<file path="config.mk">
export PLATFORM = sky130hd
export DESIGN_NAME = ahb_slave_if
export DESIGN_NICKNAME = d
export VERILOG_FILES = /design/src/rtl/ahb_slave_if.sv
export SDC_FILE = /design/constraint.sdc
export NUM_CORES = 1
export LEC_CHECK = 0
export ABC_AREA = 1
export CAP_MARGIN = 20
export CORE_ASPECT_RATIO = 2
export CORE_MARGIN = 5
export CORE_UTILIZATION = 32
export DETAILED_ROUTE_END_ITERATION = 12
export GPL_TIMING_DRIVEN = 0
export PLACE_DENSITY = 0.92
export SLEW_MARGIN = 20
export SYNTH_ARGS = -nofsm -noshare
export SYNTH_HDL_FRONTEND = slang
export SYNTH_SLANG_ARGS = --single-unit
</file>
<file path="constraint.sdc">
create_clock -name ahb_clk_in -period 1.8 [get_ports ahb_clk_in]
set_input_delay 0.36 -clock ahb_clk_in [delete_from_list [all_inputs] [get_ports ahb_clk_in]]
set_output_delay 0.36 -clock ahb_clk_in [all_outputs]
set_load 0.005 [all_outputs]
</file>
<file path="src/rtl/ahb_slave_if.sv">
// ahb_slave_if: AHB-Lite responder that turns each accepted transfer into a single-beat
// valid/ready request on a simple backend port.
//
// Ports:
//   ahb_clk_in, ahb_rstn_in   clock, asynchronous active-low reset
//   ahb_sel_in .. ahb_ready_in  AHB address/data phase inputs (HSEL, HADDR, HTRANS, HWRITE,
//                               HSIZE, HBURST (ignored), HWDATA, HREADY)
//   ahb_readyout_out, ahb_resp_out, ahb_rdata_out   HREADYOUT, HRESP, HRDATA
//   other_valid_out, other_addr_out, other_write_out, other_size_out, other_wdata_out
//                               backend request (fields held stable while valid & !ready)
//   other_ready_in, other_error_in, other_rdata_in   backend completion, qualified by ready
//
// Illegal transfers (size wider than the bus, misaligned, outside the decoded window) and
// backend errors produce the two-cycle AHB ERROR response.
//
// Optional macro AHB_SLV_TIMEOUT_EN: abort a data phase with ERROR after SLV_WAIT_TIMEOUT
// backend wait cycles. Without it the data phase waits indefinitely.
module ahb_slave_if #(
    parameter int unsigned                  AHB_ADDR_WIDTH   = 32,
    parameter int unsigned                  AHB_DATA_WIDTH   = 32,
    parameter logic [AHB_ADDR_WIDTH-1:0]    SLV_BASE_ADDR    = '0,
    parameter logic [AHB_ADDR_WIDTH:0]      SLV_ADDR_SIZE    = (AHB_ADDR_WIDTH+1)'(4096),
    parameter int unsigned                  SLV_WAIT_TIMEOUT = 8
) (
    input  logic                      ahb_clk_in,
    input  logic                      ahb_rstn_in,
    input  logic                      ahb_sel_in,
    input  logic [AHB_ADDR_WIDTH-1:0] ahb_addr_in,
    input  logic [1:0]                ahb_trans_in,
    input  logic                      ahb_write_in,
    input  logic [2:0]                ahb_size_in,
    input  logic [2:0]                ahb_burst_in,
    input  logic [AHB_DATA_WIDTH-1:0] ahb_wdata_in,
    input  logic                      ahb_ready_in,
    output logic                      ahb_readyout_out,
    output logic                      ahb_resp_out,
    output logic [AHB_DATA_WIDTH-1:0] ahb_rdata_out,
    output logic                      other_valid_out,
    output logic [AHB_ADDR_WIDTH-1:0] other_addr_out,
    output logic                      other_write_out,
    output logic [2:0]                other_size_out,
    output logic [AHB_DATA_WIDTH-1:0] other_wdata_out,
    input  logic                      other_ready_in,
    input  logic                      other_error_in,
    input  logic [AHB_DATA_WIDTH-1:0] other_rdata_in
);

    typedef enum logic [1:0] {StIdle, StData, StErr1, StErr2} state_e;

    state_e                    state_q, state_d;
    logic [AHB_ADDR_WIDTH-1:0] addr_q, addr_d;
    logic                      write_q, write_d;
    logic [2:0]                size_q, size_d;

    // Burst type is irrelevant (every beat is a single); HTRANS[0] only separates SEQ/NONSEQ.
    logic unused_inputs;
    assign unused_inputs = ^{ahb_burst_in, ahb_trans_in[0]};

    logic accept;
    assign accept = ahb_sel_in & ahb_ready_in & ahb_trans_in[1];

    // Legality checks on the current address phase.
    logic [31:0]               size_bits;
    logic [AHB_ADDR_WIDTH-1:0] align_mask;
    logic [AHB_ADDR_WIDTH:0]   win_off;
    logic                      legal;

    assign size_bits  = 32'd8 << ahb_size_in;
    assign align_mask = (AHB_ADDR_WIDTH'(1) << ahb_size_in) - AHB_ADDR_WIDTH'(1);
    // Extra bit catches addresses below the base (borrow) without a constant compare.
    assign win_off    = {1'b0, ahb_addr_in} - {1'b0, SLV_BASE_ADDR};
    assign legal      = (size_bits <= AHB_DATA_WIDTH)
                      && ((ahb_addr_in & align_mask) == '0)
                      && !win_off[AHB_ADDR_WIDTH]
                      && (win_off < SLV_ADDR_SIZE);

    logic timeout;

`ifdef AHB_SLV_TIMEOUT_EN
    localparam int unsigned CntW = $clog2(SLV_WAIT_TIMEOUT + 1);

    logic [CntW-1:0] cnt_q, cnt_d;

    // Leaving DATA or completing a beat resets the count, so every DATA entry starts at 0.
    assign cnt_d   = (state_q == StData && !other_ready_in) ? cnt_q + 1'b1 : '0;
    assign timeout = (state_q == StData) && !other_ready_in
                   && (cnt_q == CntW'(SLV_WAIT_TIMEOUT - 1));

    always_ff @(posedge ahb_clk_in or negedge ahb_rstn_in) begin
        if (!ahb_rstn_in) begin
            cnt_q <= '0;
        end else begin
            cnt_q <= cnt_d;
        end
    end
`else
    localparam int unsigned unused_timeout = SLV_WAIT_TIMEOUT;
    assign timeout = 1'b0;
`endif

    always_comb begin
        logic take;
        state_d = state_q;
        addr_d  = addr_q;
        write_d = write_q;
        size_d  = size_q;
        take    = 1'b0;
        unique case (state_q)
            StIdle: take = accept;
            StData: begin
                if (timeout) begin
                    state_d = StErr1;
                end else if (other_ready_in) begin
                    if (other_error_in) begin
                        state_d = StErr1;
                    end else begin
                        state_d = StIdle;
                        take    = accept;
                    end
                end
            end
            StErr1: state_d = StErr2;
            StErr2: begin
                // The master cannot cancel an address phase issued during ERR2.
                state_d = StIdle;
                take    = accept;
            end
            default: state_d = StIdle;
        endcase
        if (take) begin
            state_d = legal ? StData : StErr1;
            addr_d  = ahb_addr_in;
            write_d = ahb_write_in;
            size_d  = ahb_size_in;
        end
    end

    always_ff @(posedge ahb_clk_in or negedge ahb_rstn_in) begin
        if (!ahb_rstn_in) begin
            state_q <= StIdle;
            addr_q  <= '0;
            write_q <= 1'b0;
            size_q  <= '0;
        end else begin
            state_q <= state_d;
            addr_q  <= addr_d;
            write_q <= write_d;
            size_q  <= size_d;
        end
    end

    always_comb begin
        ahb_readyout_out = 1'b1;
        ahb_resp_out     = 1'b0;
        ahb_rdata_out    = '0;
        other_valid_out  = 1'b0;
        unique case (state_q)
            StIdle: ;
            StData: begin
                other_valid_out  = 1'b1;
                ahb_readyout_out = other_ready_in & ~other_error_in;
                if (other_ready_in && !write_q) begin
                    ahb_rdata_out = other_rdata_in;
                end
            end
            StErr1: begin
                ahb_readyout_out = 1'b0;
                ahb_resp_out     = 1'b1;
            end
            StErr2: ahb_resp_out = 1'b1;
            default: ;
        endcase
    end

    assign other_addr_out  = addr_q;
    assign other_write_out = write_q;
    assign other_size_out  = size_q;
    // The master holds HWDATA through wait states, so it can be forwarded unregistered.
    assign other_wdata_out = ahb_wdata_in;

endmodule

</file>
==> impl_metrics.toml, run 1 <==
[outcome]
status = "finished with violations"
violations = "setup timing"

[power_and_ir_drop]
p_comb_share_pct = 55.8
irDropWorstVdd_mv = 0.7039
p_sw_mw = 1.955
powerDensity_mw_per_mm2 = 1173
total_power_mw = 5.651
p_seq_share_pct = 26.5
clock_power_share_pct = 17.7
intPower_mw = 3.696
switching_share_pct = 34.59
p_leak_nw = 2.380

[logic_synthesis]
yosys-top-cells-area = "dfrtp_1 (39%), nand2_1 (23%), buf_4 (9.9%)"
syn-mean-instance-area_um2 = 6.714
synth_top_family_by_area = "simple AND/OR/NAND/NOR gates"
syn-instance-count = 361
yosys.cell_count.top_type = "nand2_1"
synth_common_cells = "nand2_1 (150), nor2_1 (57), dfrtp_1 (38)"
netlist-cell-type-count = 24
yosys.area_share.simple_pct = 35.88
synth_fp_nets = 477
synth_ff_type = "dfrtp_1"
seq_area_frac_synth_pct = 39.24
yosysTopAreaCell = "dfrtp_1"
synth_compound_area_share_pct = 5.885
async_flop_share_pct = 100.0
synthAdderAreaFrac_pct = 2.581
yosysTopAreaCellShare_pct = 39.24
synth_edf_count = 0
yosysWarnings = 0
synth_xor_area_share_pct = 0
muxShareOfSynthArea_pct = 0
syn_area_mm2 = 0.002424
ys_seq_elements = 38

[clock_network]
numCtsBuffers = 5
path_clk_slew_ps = 60
cts_tree = "yes"
cts_buffer_depth = 2
clock_sinks = 38
htreeDepth = 2
clock-root-buffer = "clkbuf_16"
clk_latency_ps = 280

[sta]
slew_violations = 0
relSlewSlack_pct = 75.39
clock.fmax_mhz = 522.3
skew_ps = 3.762
rsz0062_at_grt = "yes"
setup_slack_ps = -114.7
period_share_pct = 106.4
hold_viol_final = 0
finalSetupViolations = 19
fin_hold_ws_ps = 477.2
fin_crit_ps = 1915
tightestPinTransition_ps = 369.2

[worst_setup_path]
crit_path_end_kind = "output pin"
worstPathMaxFanout = 6
crit_arrival_ps = 1550
critPathRequiredTime_ps = 1440
cp-start-kind = "register"
crit_type = "reg2out"

[grt]
grt_max_degree = 26
grt_pass1_vias = 3121
track_usage_pct = 19.76
grt-ovfl-total = 0
antenna_found_initial = 0
grt_pass1_wl_mm = 14.96

[die]
start_util_pct = 32.36
fp.dieW_um = 71.54
die_h_um = 133.1
rows = 45
dieArea_mm2 = 0.009520
core_area_mm2 = 0.007488
ios = 214

[routing]
vias = 3051
dr.pass1.iters = 4
drc_errors = 0
totalWireLength_mm = 10.26
wire_per_inst_um = 15.58
drt_iter0_markers = 88
ant_nets = 0
routed_via_density = 4.630

[place]
post_dp_cell_area_mm2 = 0.004318
routabilityCongestion = 0.8164
dpl.cell_count = 632
port_buffers = 176
dp_hpwl_mm = 7.596
pre_cts_ws_ps = -585.8

[finish]
fin_nets = 681
fin_area_mm2 = 0.004817
syn2layout_area_growth_pct = 98.76
drive_above_1_share_pct = 26.55
final_cells = 659
num_antenna_cells = 0

[hold_path]
hold_path_class = "reg2reg"

[job]
maxCapViolations = 0
-- critical path: stages, from the launching register on --
cell,delay [ps]
dfrtp_1,390
inv_2,80
ha_4,160
nand2_8,70
buf_6,140
buf_8,130
buf_6,110
nor2_4,80
buf_6,100
-- path summary, 6_finish.rpt --
kind | start | end | slack [ps] | cells after the start
setup reg to reg | state_q[1] | state_q[0] | 70 | 10
hold / removal | other_addr_out[20] | other_addr_out[20] | 480 | 2
max in group asynchronous | ahb_rstn_in | state_q[0] | 800 | 3
min in group asynchronous | ahb_rstn_in | other_addr_out[31] | 540 | 2
hold reg to reg | other_addr_out[20] | other_addr_out[20] | 480 | 2
setup / recovery | state_q[1] | ahb_rdata_out[14] | -110 | 8
-- power by group through the flow --
stage          Sequential (mW)  Combinational, mW  Clock [mW]
2_1_floorplan             1.51               1.05           0
3_3_place_gp              1.48               2.53           0
3_5_place_dp              1.49               2.60           0
4_1_cts                   1.49               2.85        1.02
5_1_grt                   1.55               3.43        1.05
6_report                  1.50               3.15        1.00
-- cell type report --
| cell class | count | area [um2] |
|---|---|---|
| Multi-Input combinational cell | 251 | 1289 |
| Clock inverter | 1 | 30.03 |
| Tap cell | 94 | 117.6 |
| Buffer | 46 | 366.6 |
| Sequential cell | 38 | 952.2 |
| Inverter | 26 | 102.6 |
| Fill cell | 583 | 2671 |
| Clock buffer | 6 | 138.9 |
| Timing Repair Buffer | 197 | 1821 |
-- per-layer routing --
layer | up-vias | global-route usage [%] | wire length, um
met5 | - | 0 | 0
met2 | 189 | 35.55 | 5266
met3 | 24 | 8.517 | 1331
met4 | 0 | 7.427 | 267
met1 | 1368 | 19.44 | 3398
li1 | 1470 | - | -
-- flip-flops by register name, summed over array words and instances (netlist names) --
register,cells
other_size_out,3
other_addr_out,32
state_q,2
other_write_out,1
-- per-stage QoR --
stage	setup TNS [ps]	utilization [%]
floorplan	0	-
global placement	-37890	57.46
detailed placement	-19600	57.66
CTS	-257.5	61.17
global route	-1845	64.33
finish	-554.5	64.33
-- cell usage in the layout (no fill, tap or decap), types with 4 or more instances in the layout --
cell	netlist	routed
buf_2	6	27
buf_4	32	45
buf_6	0	13
clkbuf_16	0	5
clkbuf_2	0	7
clkbuf_4	0	4
clkdlybuf4s50_1	0	137
dfrtp_1	38	37
inv_1	25	22
nand2_1	150	148
nand3_1	6	6
nor2_1	57	32
nor2_2	1	7
nor2_4	0	19
o21ai_0	18	16
-- logic make-up after synthesis --
family / count (synthesis)
simple gates: 221
compound gates: 25
flops: 38
buf+inv: 72
fa+ha+maj: 5
-- repair_timing --
action	in CTS	in global routing
setup endpoints to repair	57	69
setup buffers	12	7
gates cloned	1	0
gates resized for setup	171	75
pin swaps	19	10
hold endpoints to repair	2	0
hold buffers	1	0
No activity file was read; power rests on OpenSTA's default activity.
==> run 2, diff against run 1 <==
--- a/config.mk
+++ b/config.mk
@@ -13,6 +13,7 @@
 export DETAILED_ROUTE_END_ITERATION = 12
 export GPL_TIMING_DRIVEN = 0
 export PLACE_DENSITY = 0.92
+export SETUP_SLACK_MARGIN = 0.3
 export SLEW_MARGIN = 20
 export SYNTH_ARGS = -nofsm -noshare
 export SYNTH_HDL_FRONTEND = slang
==> run 2 against run 1 <==
Against the previous run: the run still ends with setup timing left; core utilization is 0.12 points lower; count of clock-buffer cells in the layout stayed put; fmax is 4.2% higher; cell area is 0.18% lower; via count is 0.39% higher; global-route usage is 0.91 points lower; hold slack worse by 470 ps; sequential share of layout area hardly changed; critical endpoint is now ahb_rdata_out[21]; largest power group unchanged.
==> impl_metrics.toml, run 2 (synthesis results as in run 1) <==
[outcome]
status = "finished with violations"
violations = "setup timing"

[sta]
rsz0062_at_grt = "yes"
finalSetupViolations = 13
fin_hold_ws_ps = 8.758
slew_violations = 0
setup_slack_ps = -37.72
skew_ps = 2.228
clock.fmax_mhz = 544.2
tightestPinTransition_ps = 410.3
hold_viol_final = 0
period_share_pct = 102.1
fin_crit_ps = 1838
relSlewSlack_pct = 72.65

[power_and_ir_drop]
p_leak_nw = 2.575
p_comb_share_pct = 54.2
irDropWorstVdd_mv = 0.8421
powerDensity_mw_per_mm2 = 1126
clock_power_share_pct = 18.5
p_seq_share_pct = 27.3
intPower_mw = 3.508
p_sw_mw = 1.904
switching_share_pct = 35.19

[grt]
use_met1_pct = 20.12
grt_max_degree = 25
grt_pass1_vias = 2993
grtUsageMet2_pct = 33.15
use_met3_pct = 8.137
antenna_found_initial = 0
track_usage_pct = 18.85
grt_busiest_layer = "met2"
grt-ovfl-total = 0
grt_pass1_wl_mm = 14.35

[finish]
final_cells = 659
num_antenna_cells = 0
drive_above_1_share_pct = 27.26
largest_register_ffs = 32
nFillCells = 584
layout_commonest_cell = "nand2_1"
multi_input_area_mm2 = 0.001256
fin_nets = 681
layout_common_cells = "nand2_1 (150), clkdlybuf4s50_1 (103), buf_4 (48), dfrtp_1 (37), nor2_1 (34)"
syn2layout_area_growth_pct = 98.40
area.sequential_um2 = 952.2

[clock_network]
clock-root-buffer = "clkbuf_16"
cts_tree = "yes"
clk_latency_ps = 280
numCtsBuffers = 5
htreeDepth = 2
path_clk_slew_ps = 50
cts_buffer_depth = 2
clock_sinks = 38

[hold_path]
hold_path_class = "in2async"

[die]
ios = 214
die_h_um = 133.1
core_area_mm2 = 0.007488
start_util_pct = 32.36
rows = 45
fp.dieW_um = 71.54
dieArea_mm2 = 0.009520

[routing]
vias = 3063
drt_iter0_markers = 146
totalWireLength_mm = 9.911
ant_nets = 0
wire_per_inst_um = 15.04
dr.pass1.iters = 4
drc_errors = 0
routed_via_density = 4.648

[worst_setup_path]
worstPathMaxFanout = 9
crit_type = "reg2out"
reg2reg_depth = 12
crit_path_end_kind = "output pin"
critPathRequiredTime_ps = 1440
cp-startpoint = "state_q[1]"
r2r-start = "state_q[1]"
crit_arrival_ps = 1480
cp-start-kind = "register"

[place]
dpl.cell_count = 632
routabilityCongestion = 0.8443
dp_hpwl_mm = 7.547
port_buffers = 176

[job]
maxCapViolations = 0
==> run 2: through the flow <==
| step | cell area, um2 | utilization [%] | TNS (ps) | worst slack (ps) | total power, mW |
|---|---|---|---|---|---|
| 6_report | 4808 | 64.21 | -216.7 | -37.72 | 5.412 |
| 5_1_grt | 4808 | 64.21 | -1297 | -77.40 | 5.767 |
| 4_1_cts | 4602 | 61.45 | -162.6 | -22.13 | 5.212 |
| 3_5_place_dp | 4367 | 58.31 | -19270 | -623.1 | 4.119 |
| 3_3_place_gp | 4344 | 58.01 | -38420 | -591.2 | 4.039 |
| 2_1_floorplan | 2465 | - | 0 | 215.3 | 2.589 |
==> run 2: final timing paths <==
kind	to	slack, ps
worst max-delay path	ahb_rdata_out[21]	-40
worst min-delay path	other_addr_out[7]	9
worst max register to register	state_q[1]	60
worst min register to register	other_addr_out[18]	470
max in group asynchronous	state_q[0]	1330
min in group ahb_clk_in	other_size_out[2]	390
==> run 2: area by class of cell <==
class,count,share of cell area (%)
plain buffers,46,8.093
clock buffers,6,2.888
clock inverters,1,0.6245
inverters,26,2.134
multi-input cells,251,26.13
flip-flops and latches,38,19.80
well taps,94,2.446
repair buffers,197,37.89
==> run 2: per-layer routing <==
| layer | routed length (um) | vias up | part of all wire [%] |
|---|---|---|---|
| met5 | 0 | - | 0 |
| met4 | 155 | 0 | 1.6 |
| met3 | 1384 | 11 | 14 |
| met2 | 4952 | 185 | 50 |
| met1 | 3418 | 1392 | 34 |
| li1 | - | 1475 | - |
==> run 2: power groups by stage <==
stage	registers, mW	logic (mW)	clock network (mW)
2_1_floorplan	1.51	1.08	0
3_3_place_gp	1.49	2.55	0
3_5_place_dp	1.50	2.62	0
4_1_cts	1.48	2.71	1.03
5_1_grt	1.52	3.19	1.05
6_report	1.48	2.93	1.00
==> run 2: worst max-delay path, cell delays in order, from the launching register on <==
cell,delay (ps)
dfrtp_1,390
inv_2,80
ha_4,160
nand2_8,70
buf_6,140
buf_12,140
nor2_2,110
buf_2,120
==> run 2: timing repair <==
action	CTS	global route
pin swaps	16	4
buffers inserted	12	6
resized for setup	220	57
setup endpoints to repair	96	85
gates cloned	2	0
hold buffers	0	0
==> run 3, diff against run 2 <==
--- a/config.mk
+++ b/config.mk
@@ -13,6 +13,7 @@
 export DETAILED_ROUTE_END_ITERATION = 12
 export GPL_TIMING_DRIVEN = 0
 export PLACE_DENSITY = 0.92
+export RECOVER_POWER = 100
 export SETUP_SLACK_MARGIN = 0.3
 export SLEW_MARGIN = 20
 export SYNTH_ARGS = -nofsm -noshare
==> run 3 against run 2 <==
Against the previous run: via count decreased by 0.78%; clock power about the same; wire length decreased by 0.16%; final cell count unchanged; core utilization decreased by 0.69 points; the flow still finishes with violations (setup timing); combinational power decreased by 1%; die area unchanged; register-to-register slack about the same; sequential power about the same; hold slack improved by 150 ps; power decreased by 0.58%; count of clock-buffer cells in the layout unchanged.
==> impl_metrics.toml, run 3 (synthesis results as in run 1) <==
[clock_network]
cts_tree = "yes"
clk_latency_ps = 280
cts_buffer_depth = 2
path_clk_slew_ps = 60
clock_sinks = 38
htreeDepth = 2
numCtsBuffers = 5
clock-root-buffer = "clkbuf_16"
postCtsHoldBufs = 0

[finish]
syn2layout_area_growth_pct = 96.28
largest_register_ffs = 32
layout_common_cells = "nand2_1 (150), clkdlybuf4s50_1 (69), buf_4 (48), dfrtp_1 (37)"
final_cells = 659
layout_commonest_cell = "nand2_1"
num_antenna_cells = 0
fin_nets = 681
final_util_pct = 63.53
drive_above_1_share_pct = 27.08
fin_area_mm2 = 0.004757

[worst_setup_path]
crit_arrival_ps = 1480
crit_slowest_cell = "dfrtp_1"
worstPathMaxFanout = 9
cp-start-kind = "register"
crit_path_end_kind = "output pin"
path_cells = "inv_2 > ha_4 > nand2_8 > buf_6 > buf_12 > nor2_2 > buf_2"
critPathRequiredTime_ps = 1440
max_stage_delay_ps = 390
crit_type = "reg2out"

[die]
die_h_um = 133.1
start_util_pct = 32.36
dieArea_mm2 = 0.009520
fp.dieW_um = 71.54
rows = 45
core_area_mm2 = 0.007488
ios = 214

[routing]
wl_met2_mm = 4.949
dr.pass1.iters = 4
vias = 3039
wl_met1_mm = 3.493
wire_per_inst_um = 15.02
drc_errors = 0
ant_nets = 0
top_layer_used = "met4"
routed_via_density = 4.612
totalWireLength_mm = 9.895
drt_iter0_markers = 174
wl_met3_mm = 1.296

[sta]
tightestPinTransition_ps = 834.9
relSlewSlack_pct = 44.34
setup_slack_ps = -37.56
clock.fmax_mhz = 544.2
fin_crit_ps = 1838
slew_violations = 0
hold_viol_final = 0
rsz0062_at_grt = "yes"
skew_ps = 2.958
period_share_pct = 102.1
fin_hold_ws_ps = 159.1
tns_ps = -215.7
finalSetupViolations = 13

[power_and_ir_drop]
irDropWorstVdd_mv = 0.8462
p_comb_share_pct = 53.8
intPower_mw = 3.476
p_sw_mw = 1.905
p_seq_share_pct = 27.6
powerDensity_mw_per_mm2 = 1131
total_power_mw = 5.381
p_leak_nw = 2.435
switching_share_pct = 35.40
clock_power_share_pct = 18.6

[place]
pre_cts_ws_ps = -623.1
dpl.cell_count = 632
dp_hpwl_mm = 7.547
post_dp_cell_area_mm2 = 0.004367
port_buffers = 176
routabilityCongestion = 0.8443

[outcome]
status = "finished with violations"
violations = "setup timing"

[grt]
grt-ovfl-total = 0
grt_pass1_vias = 2993
track_usage_pct = 18.85
grt_max_degree = 25
grt_pass1_wl_mm = 14.35
antenna_found_initial = 0

[job]
maxCapViolations = 0

[hold_path]
hold_path_class = "in2async"
run 3: path summary, 6_finish.rpt:
path | startpoint | end | slack [ps] | cells after the start
worst max register to register | state_q[1] | state_q[1] | 60 | 12
max in group asynchronous | ahb_rstn_in | state_q[0] | 530 | 2
worst min register to register | other_addr_out[18] | other_addr_out[18] | 470 | 2
min in group ahb_clk_in | ahb_size_in[2] | other_size_out[2] | 390 | 3
worst max-delay path | state_q[1] | ahb_rdata_out[21] | -40 | 7
worst min-delay path | ahb_rstn_in | other_addr_out[6] | 160 | 1
run 3: repair_timing:
item                       in CTS  in global routing
buffers inserted               12                  6
resized for setup             220                 57
cloned                          2                  0
setup endpoints to repair      96                 85
pin swaps                      16                  4
run 3: critical path, delay by kind of cell, from the launching register on:
kind          cells  cell delay [ps]
fa+ha+maj         1              160
flops             1              390
buf+inv           4              480
simple gates      2              180
run 3: final cells by class:
class                   count  area (um2)
plain buffers              46       389.1
clock buffers               6       138.9
clock inverters             1       30.03
fillers                   595        2731
inverters                  26       102.6
multi-input cells         251        1256
flip-flops and latches     38       952.2
well taps                  94       117.6
repair buffers            197        1770
run 3: power by group through the flow:
| stage | clock [mW] | sequential [mW] | combinational (mW) |
|---|---|---|---|
| floorplan | 0 | 1.51 | 1.08 |
| global placement | 0 | 1.49 | 2.55 |
| detailed placement | 0 | 1.50 | 2.62 |
| CTS | 1.03 | 1.48 | 2.71 |
| global route | 1.05 | 1.53 | 3.15 |
| finish | 1.00 | 1.49 | 2.89 |
run 3: metal layers:
layer | GRT usage, % | up-vias
li1 | - | 1475
met1 | 20.12 | 1381
met2 | 33.15 | 172
met3 | 8.137 | 11
met4 | 5.126 | 0
met5 | 0 | -
